## src/rtl/shl_64b_pkg.sv

```systemverilog
// ============================================================================
// Module : shl_pkg
// Brief  : Shared widths and types for the 64-bit left barrel shifter.
// Rev    : 1.0
// ============================================================================
`default_nettype none

package shl_pkg;

    localparam int DATA_W  = 64;
    localparam int SHIFT_W = 6;

    typedef logic [DATA_W-1:0]  data_t;
    typedef logic [SHIFT_W-1:0] shift_t;

endpackage : shl_pkg

`default_nettype wire

```

## src/rtl/shl_64b_stage.sv

```systemverilog
// ============================================================================
// Module : shl_stage
// Brief  : One level of the log shifter: optional left shift by STEP with
//          the vacated low bits filled from carry_i.
// Rev    : 1.0
// ============================================================================
`default_nettype none

module shl_stage
    import shl_pkg::*;
#(
    parameter int STEP = 1
) (
    input  data_t in_data_i,
    input  logic  carry_i,
    input  logic  en_i,
    output data_t out_data_o
);

    data_t w_shifted;

    assign w_shifted  = {in_data_i[DATA_W-1-STEP:0], {STEP{carry_i}}};
    assign out_data_o = en_i ? w_shifted : in_data_i;

endmodule : shl_stage

`default_nettype wire

```

## src/rtl/shl_64b.sv

```systemverilog
// ============================================================================
// Module : shl_64b
// Brief  : 64-bit logical left barrel shifter with programmable fill bit and
//          optional output register (REG_OUT). Macro SHL_64B_CARRY_OUT_EN adds
//          out_carry_o, the last bit shifted out.
// Rev    : 1.0
// ============================================================================
`default_nettype none

module shl_64b
    import shl_pkg::*;
#(
    parameter int REG_OUT = 1
) (
    input  logic   clk_i,
    input  logic   rst_n_i,
    input  logic   carry_i,
    input  shift_t shift_i,
    input  data_t  in_data_i,
    input  logic   in_valid_i,
    output data_t  out_data_o,
`ifdef SHL_64B_CARRY_OUT_EN
    output logic   out_carry_o,
`endif
    output logic   out_valid_o
);

    // Stage 0 shifts by 32, the last stage by 1, so every amount sees 6 muxes.
    data_t w_stage [0:SHIFT_W];

    assign w_stage[0] = in_data_i;

    for (genvar i = 0; i < SHIFT_W; i++) begin : g_stage
        shl_stage #(
            .STEP (1 << (SHIFT_W - 1 - i))
        ) u_stage (
            .in_data_i  (w_stage[i]),
            .carry_i    (carry_i),
            .en_i       (shift_i[SHIFT_W-1-i]),
            .out_data_o (w_stage[i+1])
        );
    end

    data_t w_result;
    assign w_result = w_stage[SHIFT_W];

`ifdef SHL_64B_CARRY_OUT_EN
    // Modulo-64 negate yields 64-shift for every non-zero amount.
    shift_t w_out_idx;
    logic   w_carry_out;

    assign w_out_idx   = shift_t'(0) - shift_i;
    assign w_carry_out = (shift_i == '0) ? 1'b0 : in_data_i[w_out_idx];
`endif

    if (REG_OUT != 0) begin : g_reg
        data_t out_data_d, out_data_q;
        logic  out_valid_q;

        always_comb begin
            out_data_d = out_data_q;
            if (in_valid_i) begin
                out_data_d = w_result;
            end
        end

        always_ff @(posedge clk_i or negedge rst_n_i) begin
            if (!rst_n_i) begin
                out_data_q  <= '0;
                out_valid_q <= 1'b0;
            end else begin
                out_data_q  <= out_data_d;
                out_valid_q <= in_valid_i;
            end
        end

        assign out_data_o  = out_data_q;
        assign out_valid_o = out_valid_q;

`ifdef SHL_64B_CARRY_OUT_EN
        logic out_carry_d, out_carry_q;

        assign out_carry_d = in_valid_i ? w_carry_out : out_carry_q;

        always_ff @(posedge clk_i or negedge rst_n_i) begin
            if (!rst_n_i) begin
                out_carry_q <= 1'b0;
            end else begin
                out_carry_q <= out_carry_d;
            end
        end

        assign out_carry_o = out_carry_q;
`endif
    end else begin : g_comb
        assign out_data_o  = w_result;
        assign out_valid_o = in_valid_i;
`ifdef SHL_64B_CARRY_OUT_EN
        assign out_carry_o = w_carry_out;
`endif
    end

endmodule : shl_64b

`default_nettype wire

```

## config.mk

```make
export PLATFORM = sky130hd
export DESIGN_NAME = shl_64b
export DESIGN_NICKNAME = d
export VERILOG_FILES = /design/src/rtl/shl_64b_pkg.sv /design/src/rtl/shl_64b_stage.sv /design/src/rtl/shl_64b.sv
export SDC_FILE = /design/constraint.sdc
export NUM_CORES = 1
export LEC_CHECK = 0
export ABC_AREA = 1
export CAP_MARGIN = 20
export CORE_UTILIZATION = 46
export CTS_BUF_LIST = sky130_fd_sc_hd__clkbuf_4 sky130_fd_sc_hd__clkbuf_8 sky130_fd_sc_hd__clkbuf_16
export CTS_CLUSTER_DIAMETER = 80
export CTS_CLUSTER_SIZE = 16
export DETAILED_ROUTE_END_ITERATION = 7
export GPL_TIMING_DRIVEN = 0
export PLACE_DENSITY_LB_ADDON = 0.08
export SETUP_SLACK_MARGIN = 0.2
export SLEW_MARGIN = 20
export SYNTH_ARGS = -nofsm -noshare
export SYNTH_HDL_FRONTEND = slang
export SYNTH_SLANG_ARGS = --single-unit
```

## constraint.sdc

```tcl
create_clock -name clk_i -period 1.1 [get_ports clk_i]
set_input_delay 0.165 -clock clk_i [delete_from_list [all_inputs] [get_ports clk_i]]
set_output_delay 0.165 -clock clk_i [all_outputs]
set_load 0.05 [all_outputs]
```

==> summary.md, run 1 <==
| Metric | Value |
|---|---|
| Seq/Total Area, Yosys | 25.2% |
| Outcome | did not finish |
| Largest net degree at the start of global routing | 60 |
| Post-synth net total | 1201 |
| Die height | 120 um |
| Largest area contributor in the synthesized netlist | nand3_1 |
| Routability congestion estimate from global placement | 1.05 |
| CTS Buf Count | 9 |
| CTS Root Cell | clkbuf_16 |
| Post-Syn Area per Cell | 5.72 sq um |
| Synth Warn # | 0 |
| Starting Density | 47.9% |
| Row count | 42 |
| Overflow after GRT | 102 |
| Buffers on Ports | 134 |
| Dpl hpwl | 24400 um |
| Mapped Cells | 1127 |
| Clock buffer depth | 2 |
| Stop stage | global routing (5_1_grt) |
| Ports | about 140 |
| Synth area leaders | nand3_1 47%, dfrtp_1 25%, nand2_1 20%, buf_2 2.0%, buf_1 1.9% |
| Htree depth | 3 |
| Share of Yosys cell area claimed by the top area cell type | 47.4% |
| Clk sinks | 65 |
| #FFs+latches synth | 65 |
| Mapped Area | 6450 sq um |
| Log Error | [ERROR GRT-0232] Routing congestion too high. Check the congestion heatmap in the GUI. |
| Cell variety after synth | 13 |
| Die Width | 120 um |
| Total GRT Usage | 80.7% |
[cell usage after synthesis]
cell type / count
nand3_1: 611
nand2_1: 344
dfrtp_1: 65
buf_1: 33
clkbuf_1: 30
buf_2: 26
buf_4: 7
inv_2: 6
inv_4: 1
nand2_4: 1
nor2_1: 1
o21ai_0: 1
o21ai_1: 1
[cells by family after synthesis]
| kind of cell | count (synthesis) | synth area share [%] |
|---|---|---|
| AOI/OAI and AO/OA | 2 | 0.155 |
| buffers and inverters | 103 | 6.95 |
| DFF | 65 | 25.2 |
| and+or+nand+nor | 957 | 67.7 |
[metal layers]
layer / GRT overflow / global-route usage, %
met5: 1 / 40.1
met4: 40 / 77.6
met3: 3 / 67.0
met2: 55 / 95.5
met1: 3 / 81.5
[what timing repair did]
item | 4_1_cts
hold endpoints to repair | 65
gates resized for setup | 1222
pin swaps | 190
cloned | 4
buffers inserted | 3
hold buffers | 1
endpoints found under the setup margin | 129
[per-stage QoR]
step           area (sq um)  hold slack, ns  worst slack [ns]  setup TNS [ns]  std cells
2_1_floorplan          6610          -0.131            -0.123           -6.78       1127
4_1_cts               12000           0.206           0.00531               0       1461
3_3_place_gp           8170           0.463             -2.33         -229.05       1437
3_5_place_dp           8200          0.0170             -1.22          -78.73       1438
==> run 2, diff against run 1 <==
==> config.mk (replaced) <==
export PLATFORM = sky130hd
export DESIGN_NAME = shl_64b
export DESIGN_NICKNAME = d
export VERILOG_FILES = /design/src/rtl/shl_64b_pkg.sv /design/src/rtl/shl_64b_stage.sv /design/src/rtl/shl_64b.sv
export SDC_FILE = /design/constraint.sdc
export NUM_CORES = 1
export LEC_CHECK = 0
export ABC_AREA = 1
export CAP_MARGIN = 20
export CORE_UTILIZATION = 31
export DETAILED_ROUTE_END_ITERATION = 7
export GPL_TIMING_DRIVEN = 0
export PLACE_DENSITY_LB_ADDON = 0.15
export SLEW_MARGIN = 20
export SYNTH_ARGS = -nofsm -noshare
export SYNTH_HDL_FRONTEND = slang
export SYNTH_SLANG_ARGS = --single-unit
==> run 2 against run 1 <==
Effect of this change:
- the flow now finishes, with violations (setup timing)
- synthesized area stayed put
- synthesized cell count did not move
==> summary.md, run 2 <==
| Metric | Value |
|---|---|
| Ordered cell list for the critical path | buf_16, buf_8, nand2_8, buf_8, nand3_2, nand3_2, nand3_2, nand3_2, nand3_1, nand3_2, nand2_1 |
| DR DRC count | 0 |
| Overflow after GRT | 0 |
| Worst setup margin | -0.143 ns |
| Fin nets | roughly 1400 |
| Unrepaired setup endpoints after global routing | true |
| Leakage | 5.74 nW |
| Buffers on Ports | 134 |
| CP Buf/Inv Count | 3 |
| Worst flop-to-flop path endpoint | out_data_o[0]$_DFFE_PN0P_ |
| Seq/Total Area, Yosys | 25.2% |
| Antenna violations before repair | 0 |
| Finish-stage setup viols | 64 |
| Top cells by count, synth | 611 x nand3_1, 344 x nand2_1, 65 x dfrtp_1 |
| Hold crit path type | in2async |
| Core Box Area | 20300 sq um |
| Cell family with most CP delay | simple AND/OR/NAND/NOR gates |
| Most common cell in the netlist | nand3_1 |
| Worst Skew | 0 ns |
| Reg2reg setup slack | 0.45 ns |
| Synth area leaders | nand3_1 47%, dfrtp_1 25%, nand2_1 20%, buf_2 2.0%, buf_1 1.9% |
| Vias | 9785 |
| Mapped Cells | 1127 |
| Slowest cell on crit path | nand3_2 |
| DR vias/cell | 6.28 |
| Routability congestion estimate from global placement | 1.04 |
| Clk slew on worst S/H paths | ~0.050 ns |
| Largest area contributor in the synthesized netlist | nand3_1 |
| Synth Warn # | 0 |
| Starting Density | between 30% and 40% |
| Stages on worst setup path | 11 |
| Die height | 146 um |
| Failing checks | setup timing |
| Period utilization | 113% |
| Power Dens Cells | between 1000 and 1500 nW/um^2 |
| Rel. slew slack | 66.5% |
| Crit path arrival time | 1.48 ns |
| Most used DFF post-synth | dfrtp_1 |
| R2R cell count | 2 |
| CP required | 1.33 ns |
| Largest net degree at the start of global routing | 52 |
| Leading cell type in the layout, fill and taps excluded | nand3_2 |
| DRT Wirelength | ~37000 um |
| Clock buffer depth | 2 |
| Final Max Slew Viols | 0 |
| CTS tree | built |
| Routed Antenna Nets | 0 |
| Async set-reset flop share out of synthesis | between 90% and 100% |
| Multiplexer area fraction after synthesis | 0% |
| Tightest Pin Transition | 0.502 ns |
| Area fraction in compound gates after synthesis | less than 1% |
| Cell variety after synth | 13 |
| Minimum clock period | 1.24 ns |
| Wirelength per Cell | 23.5 um |
| Clk Latency, worst-skew pair | about 0.34 ns |
| Htree depth | 3 |
| Fillers | roughly 1700 |
| Worst slack at placement | -1.15 ns |
| Delay of the slowest critical-path stage | between 0.15 and 0.2 ns |
| CTS Root Cell | clkbuf_16 |
| Critical path class | in2reg |
| CP Max Fanout | 8 |
| Fmax | 0.805 GHz |
| Setup total negative slack | -5.13 ns |
| Die area | 21400 sq um |
| First-pass GRT wire length | 54100 um |
| Tot Pwr | roughly 0.013 W |
| Combinational family with the most area after synthesis | simple AND/OR/NAND/NOR gates |
| Crit-path most repeated cell | nand3_2 |
| Dpl hpwl | 25800 um |
| Total GRT Usage | between 30% and 40% |
| Reg2reg start | out_data_o[0]$_DFFE_PN0P_ |
| Outcome | finished, violations left |
| Drt first pass iters | 6 |
| Share of Yosys cell area claimed by the top area cell type | between 40% and 50% |
| Ports | 139 |
| Layout cells sized above 1 | 59.7% |
| Mapped Area | between 6000 and 7000 sq um |
| Vias in the first global route | 9858 |
| Cell area after layout | 12800 sq um |
| CP Launch Type | input pin |
| Placed Area | 8320 sq um |
| Layout area overhead | 97.9% |
| 1st-iter DRT viols | 947 |
| Row count | 52 |
| Hold WS | 0.220 ns |
| Max reg flops | 64 |
| Post-Syn Area per Cell | 5.72 sq um |
| Adder-Cell Fraction of Synth Area | 0% |
| ANT cells | 0 |
| CTS Buf Count | 9 |
| Clk sinks | 65 |
| #FFs+latches synth | 65 |
| XOR/XNOR Fraction of Synth Area | 0% |
| Worst setup EP type | flop |
| Most frequent cells in the layout | 322 x nand3_2, 231 x nand2_1, 154 x nand3_1 |
| Post-synth net total | 1201 |
| Simple-Gate Fraction of Synth Area | 67.7% |
| Die Width | 146 um |
| Peak supply drop | 775 uV |
| Post-synth EDFFs | 0 |
| Final Hold Fails | 0 |
| Max Cap Viol | 0 |
## run 2: cell counts after synthesis
Identical to the previous run, type by type.
## run 2: area by class of cell
| cell class | count | area, sq um | share of cell area (%) |
|---|---|---|---|
| multi-input cells | 960 | 8050 | 63.0 |
| flip-flops and latches | 65 | 1630 | 12.7 |
| repair buffers | 146 | 1470 | 11.5 |
| plain buffers | 96 | 907 | 7.11 |
| well taps | 270 | 338 | 2.65 |
| clock buffers | 11 | 253 | 1.98 |
| clock inverters | 3 | 65.1 | 0.510 |
| inverters | 7 | 53.8 | 0.422 |
## run 2: worst max path at each step
| stage | startpoint | end |
|---|---|---|
| 6_report | shift_i[5] | out_data_o[34]$_DFFE_PN0P_ |
| 5_1_grt | shift_i[5] | out_data_o[32]$_DFFE_PN0P_ |
| 4_1_cts | shift_i[5] | out_data_o[3]$_DFFE_PN0P_ |
| 3_5_place_dp | shift_i[3] | out_data_o[58]$_DFFE_PN0P_ |
| 3_3_place_gp | rst_n_i | out_data_o[12]$_DFFE_PN0P_ |
| 2_1_floorplan | shift_i[5] | out_data_o[15]$_DFFE_PN0P_ |
## run 2: repair_timing
| item | 4_1_cts | 5_1_grt |
|---|---|---|
| gates resized for setup | 1180 | 168 |
| hold endpoints to repair | 65 | 0 |
| endpoints found under the setup margin | 129 | 103 |
| hold buffers | 1 | 0 |
| pin swaps | 171 | 39 |
| cloned | 4 | 0 |
| setup buffers | 5 | 3 |
## run 2: where the power goes
group / switching [W] / internal [W]
clock: 0.00102 / 0.00207
sequential: 0.000235 / 0.00273
combinational: 0.00471 / 0.00243
## run 2: logic make-up after synthesis
logic type,after synthesis
buffers and inverters,103
DFF,65
and+or+nand+nor,957
AOI/OAI and AO/OA,2
## run 2: layer usage
metal,global-route usage (%),routed length (um)
met1,37.7,13300
met2,56.5,17900
met3,6.72,3070
met4,18.9,2380
met5,0,0
## run 2: through the flow
stage                     utilization (%)  instances
after CTS                            58.9       1556
after floorplan                         -       1127
after global routing                 62.9       1558
after detailed placement             41.0       1532
after global placement               40.8       1531
final                                62.9       1558
Power figures use the tool's default switching activity.
==> run 3, diff against run 2 <==
--- a/config.mk
+++ b/config.mk
@@ -6,7 +6,6 @@
 export NUM_CORES = 1
 export LEC_CHECK = 0
 export ABC_AREA = 1
-export CAP_MARGIN = 20
 export CORE_UTILIZATION = 31
 export DETAILED_ROUTE_END_ITERATION = 7
 export GPL_TIMING_DRIVEN = 0
@@ -14,4 +13,5 @@
 export SLEW_MARGIN = 20
 export SYNTH_ARGS = -nofsm -noshare
 export SYNTH_HDL_FRONTEND = slang
+export SYNTH_HIERARCHICAL = 1
 export SYNTH_SLANG_ARGS = --single-unit
==> run 3 against run 2 <==
Effect of this change:
- the run still ends with setup timing left
- worst setup slack worse by 0.044 ns
- synthesized area is 13% higher
- fmax is 3.4% lower
- sequential share of layout area is 3.5 points higher
- first-iteration DRC count is 59% lower
==> summary.md, run 3 <==
| Metric | Value |
|---|---|
| Outcome | finished, violations left |
| Failing checks | setup timing |
| First-pass GRT wire length | 39500 um |
| Core Box Area | 22800 sq um |
| Power Dens Cells | 1110 nW/um^2 |
| Worst setup EP type | flop |
| Critical path class | in2reg |
| Fillers | 2662 |
| Cell variety after synth | 10 |
| Minimum clock period | 1.29 ns |
| Die area | 24200 sq um |
| Htree depth | 3 |
| CP startpoint | shift_i[5] |
| Clk sinks | 65 |
| WL met1 | 12600 um |
| Die height | roughly 160 um |
| Max reg flops | 64 |
| Clk Latency, worst-skew pair | 0.33 ns |
| Synth area leaders | nand2_1 66%, dfrtp_1 22%, buf_6 4.6%, buf_4 2.3%, clkbuf_8 2.3% |
| DRT Wirelength | 23800 um |
| Row count | 55 |
| Most frequent cells in the layout | 1028 x nand2_1, 256 x nand2_2, 79 x buf_4 |
| Worst setup margin | -0.187 ns |
| Buffers on Ports | 134 |
| CP required | 1.38 ns |
| Async set-reset flop share out of synthesis | 100% |
| Most common cell in the netlist | nand2_1 |
| Crit path arrival time | 1.56 ns |
| Drt first pass iters | 8 |
| Layout cells sized above 1 | between 20 and 30% |
| Final Max Slew Viols | 0 |
| Reg2reg start | out_data_o[5]$_DFFE_PN0P_ |
| Max Cap Viol | 0 |
| Fmax | slightly below 0.8 GHz |
| Die Width | 156 um |
| Fin nets | 1678 |
| Leading cell type in the layout, fill and taps excluded | nand2_1 |
| Vias | roughly 8500 |
| Worst slack at placement | -1.33 ns |
| CP Max Fanout | 10 |
| Top routing layer in use | met4 |
| Min-delay src | carry_i |
| Layout area overhead | 37.3% |
| Unrepaired setup endpoints after global routing | true |
| Rel. slew slack | 80.1% |
| CP Launch Type | input pin |
| Total GRT Usage | 20.4% |
| Clk slew on worst S/H paths | 0.06 ns |
| Seq/Total Area, Yosys | 22.3% |
| Period utilization | 117% |
| Mapped Cells | about 1400 |
| Tightest Pin Transition | 0.299 ns |
| Post-Syn Area per Cell | 5.04 sq um |
| Largest area contributor in the synthesized netlist | nand2_1 |
| Post-synth net total | 1523 |
| Routed Antenna Nets | 0 |
| Dpl hpwl | about 20000 um |
| Wirelength per Cell | 12.4 um |
| Post-synth EDFFs | 0 |
| Most used DFF post-synth | dfrtp_1 |
| CTS Root Cell | clkbuf_16 |
| Hold WS | around 0.20 ns |
| Overflow after GRT | 0 |
| DR vias/cell | approximately 4.4 |
| Finish-stage setup viols | 71 |
| Leakage | 6.00 nW |
| Metal3 WL | ~860 um |
| Vias in the first global route | 8073 |
| ANT cells | 0 |
| Top cells by count, synth | 1285 x nand2_1, 65 x dfrtp_1, 30 x buf_6 |
| CTS Buf Count | 9 |
| Share of Yosys cell area claimed by the top area cell type | between 60% and 70% |
| Largest net degree at the start of global routing | 57 |
| Mapped Area | about 7300 sq um |
| #FFs+latches synth | 65 |
| Hold crit path type | in2reg |
| CTS tree | built |
| Synth Warn # | 6 |
| Routability congestion estimate from global placement | 0.930 |
| Ports | 139 |
| Peak supply drop | 635 uV |
| Starting Density | between 30% and 40% |
| 1st-iter DRT viols | around 390 |
| Worst Skew | 0 ns |
| Final Hold Fails | 0 |
| DR DRC count | 0 |
| Clock buffer depth | 2 |
| Antenna violations before repair | 0 |
| Met2 Routed Length | 9980 um |
run 3: repair_timing:
item                                    in CTS  in global routing
pin swaps                                  280                 25
hold buffers                                 1                  0
buffers inserted                             4                  0
cloned                                       3                  1
resized for setup                          570                169
hold endpoints to repair                    65                  0
endpoints found under the setup margin     129                105
run 3: worst max-delay path, stage by stage:
cell     delay (ns)
buf_16         0.14
inv_12         0.09
buf_8          0.12
nand2_2        0.06
nand2_2        0.10
nand2_2        0.07
nand2_4        0.08
nand2_2        0.06
nand2_2        0.10
nand2_1        0.07
nand2_2        0.10
nand2_1        0.07
nand2_2        0.11
nand2_1        0.07
nand2_1        0.07
nand2_1        0.04
nand2_1        0.06
run 3: area by class of cell:
type,count,area [sq um],area share (%)
multi-input combinational,1287,5500,54.9
sequential,65,1630,16.2
timing repair buffer,143,1290,12.9
buffer,90,867,8.65
tap,313,392,3.91
clock buffer,13,270,2.70
inverter,7,51.3,0.512
clock inverter,2,12.5,0.125
timing repair inverter,1,8.76,0.0874
run 3: cell families after synthesis:
logic type             count (synthesis)  synth area share, %
buffers and inverters                 97                 11.5
DFF                                   65                 22.3
and+or+nand+nor                     1287                 66.2
run 3: worst paths after layout:
path,end,slack (ns),cells after the start
max,out_data_o[20]$_DFFE_PN0P_,-0.19,17
min,out_data_o[0]$_DFFE_PN0P_,0.20,5
max reg2reg,out_data_o[5]$_DFFE_PN0P_,0.47,2
min reg2reg,out_data_o[4]$_DFFE_PN0P_,0.46,2
max in group asynchronous,out_data_o[10]$_DFFE_PN0P_,0.34,3
min in group asynchronous,out_data_o[60]$_DFFE_PN0P_,0.22,2
run 3: routing by layer:
metal	vias up	global-route usage, %
li1	4585	-
met3	25	2.53
met2	174	31.3
met4	0	5.46
met1	3723	29.7
met5	-	0
run 3: stage by stage:
step                total power [W]  TNS, ns  utilization [%]  area, sq um  instances
CTS                          0.0110    -7.73             42.4         9680       1920
floorplan                   0.00646   -12.44                -         7330       1449
finish                       0.0111    -7.91             43.9        10000       1921
detailed placement          0.00817   -86.92             39.8         9080       1897
global placement            0.00814  -243.35             39.7         9060       1896
global route                 0.0119   -16.50             43.9        10000       1921
run 3: power by group:
part | total [W] | switching, W | internal (W)
combinational | 0.00552 | 0.00366 | 0.00186
clock | 0.00271 | 0.00102 | 0.00169
sequential | 0.00291 | 0.000188 | 0.00272
==> run 4, diff against run 3 <==
--- a/config.mk
+++ b/config.mk
@@ -6,6 +6,7 @@
 export NUM_CORES = 1
 export LEC_CHECK = 0
 export ABC_AREA = 1
+export CAP_MARGIN = 20
 export CORE_UTILIZATION = 31
 export DETAILED_ROUTE_END_ITERATION = 7
 export GPL_TIMING_DRIVEN = 0
==> results of run 4 <==
Final layout, timing and power as in run 3 (identical DEF).
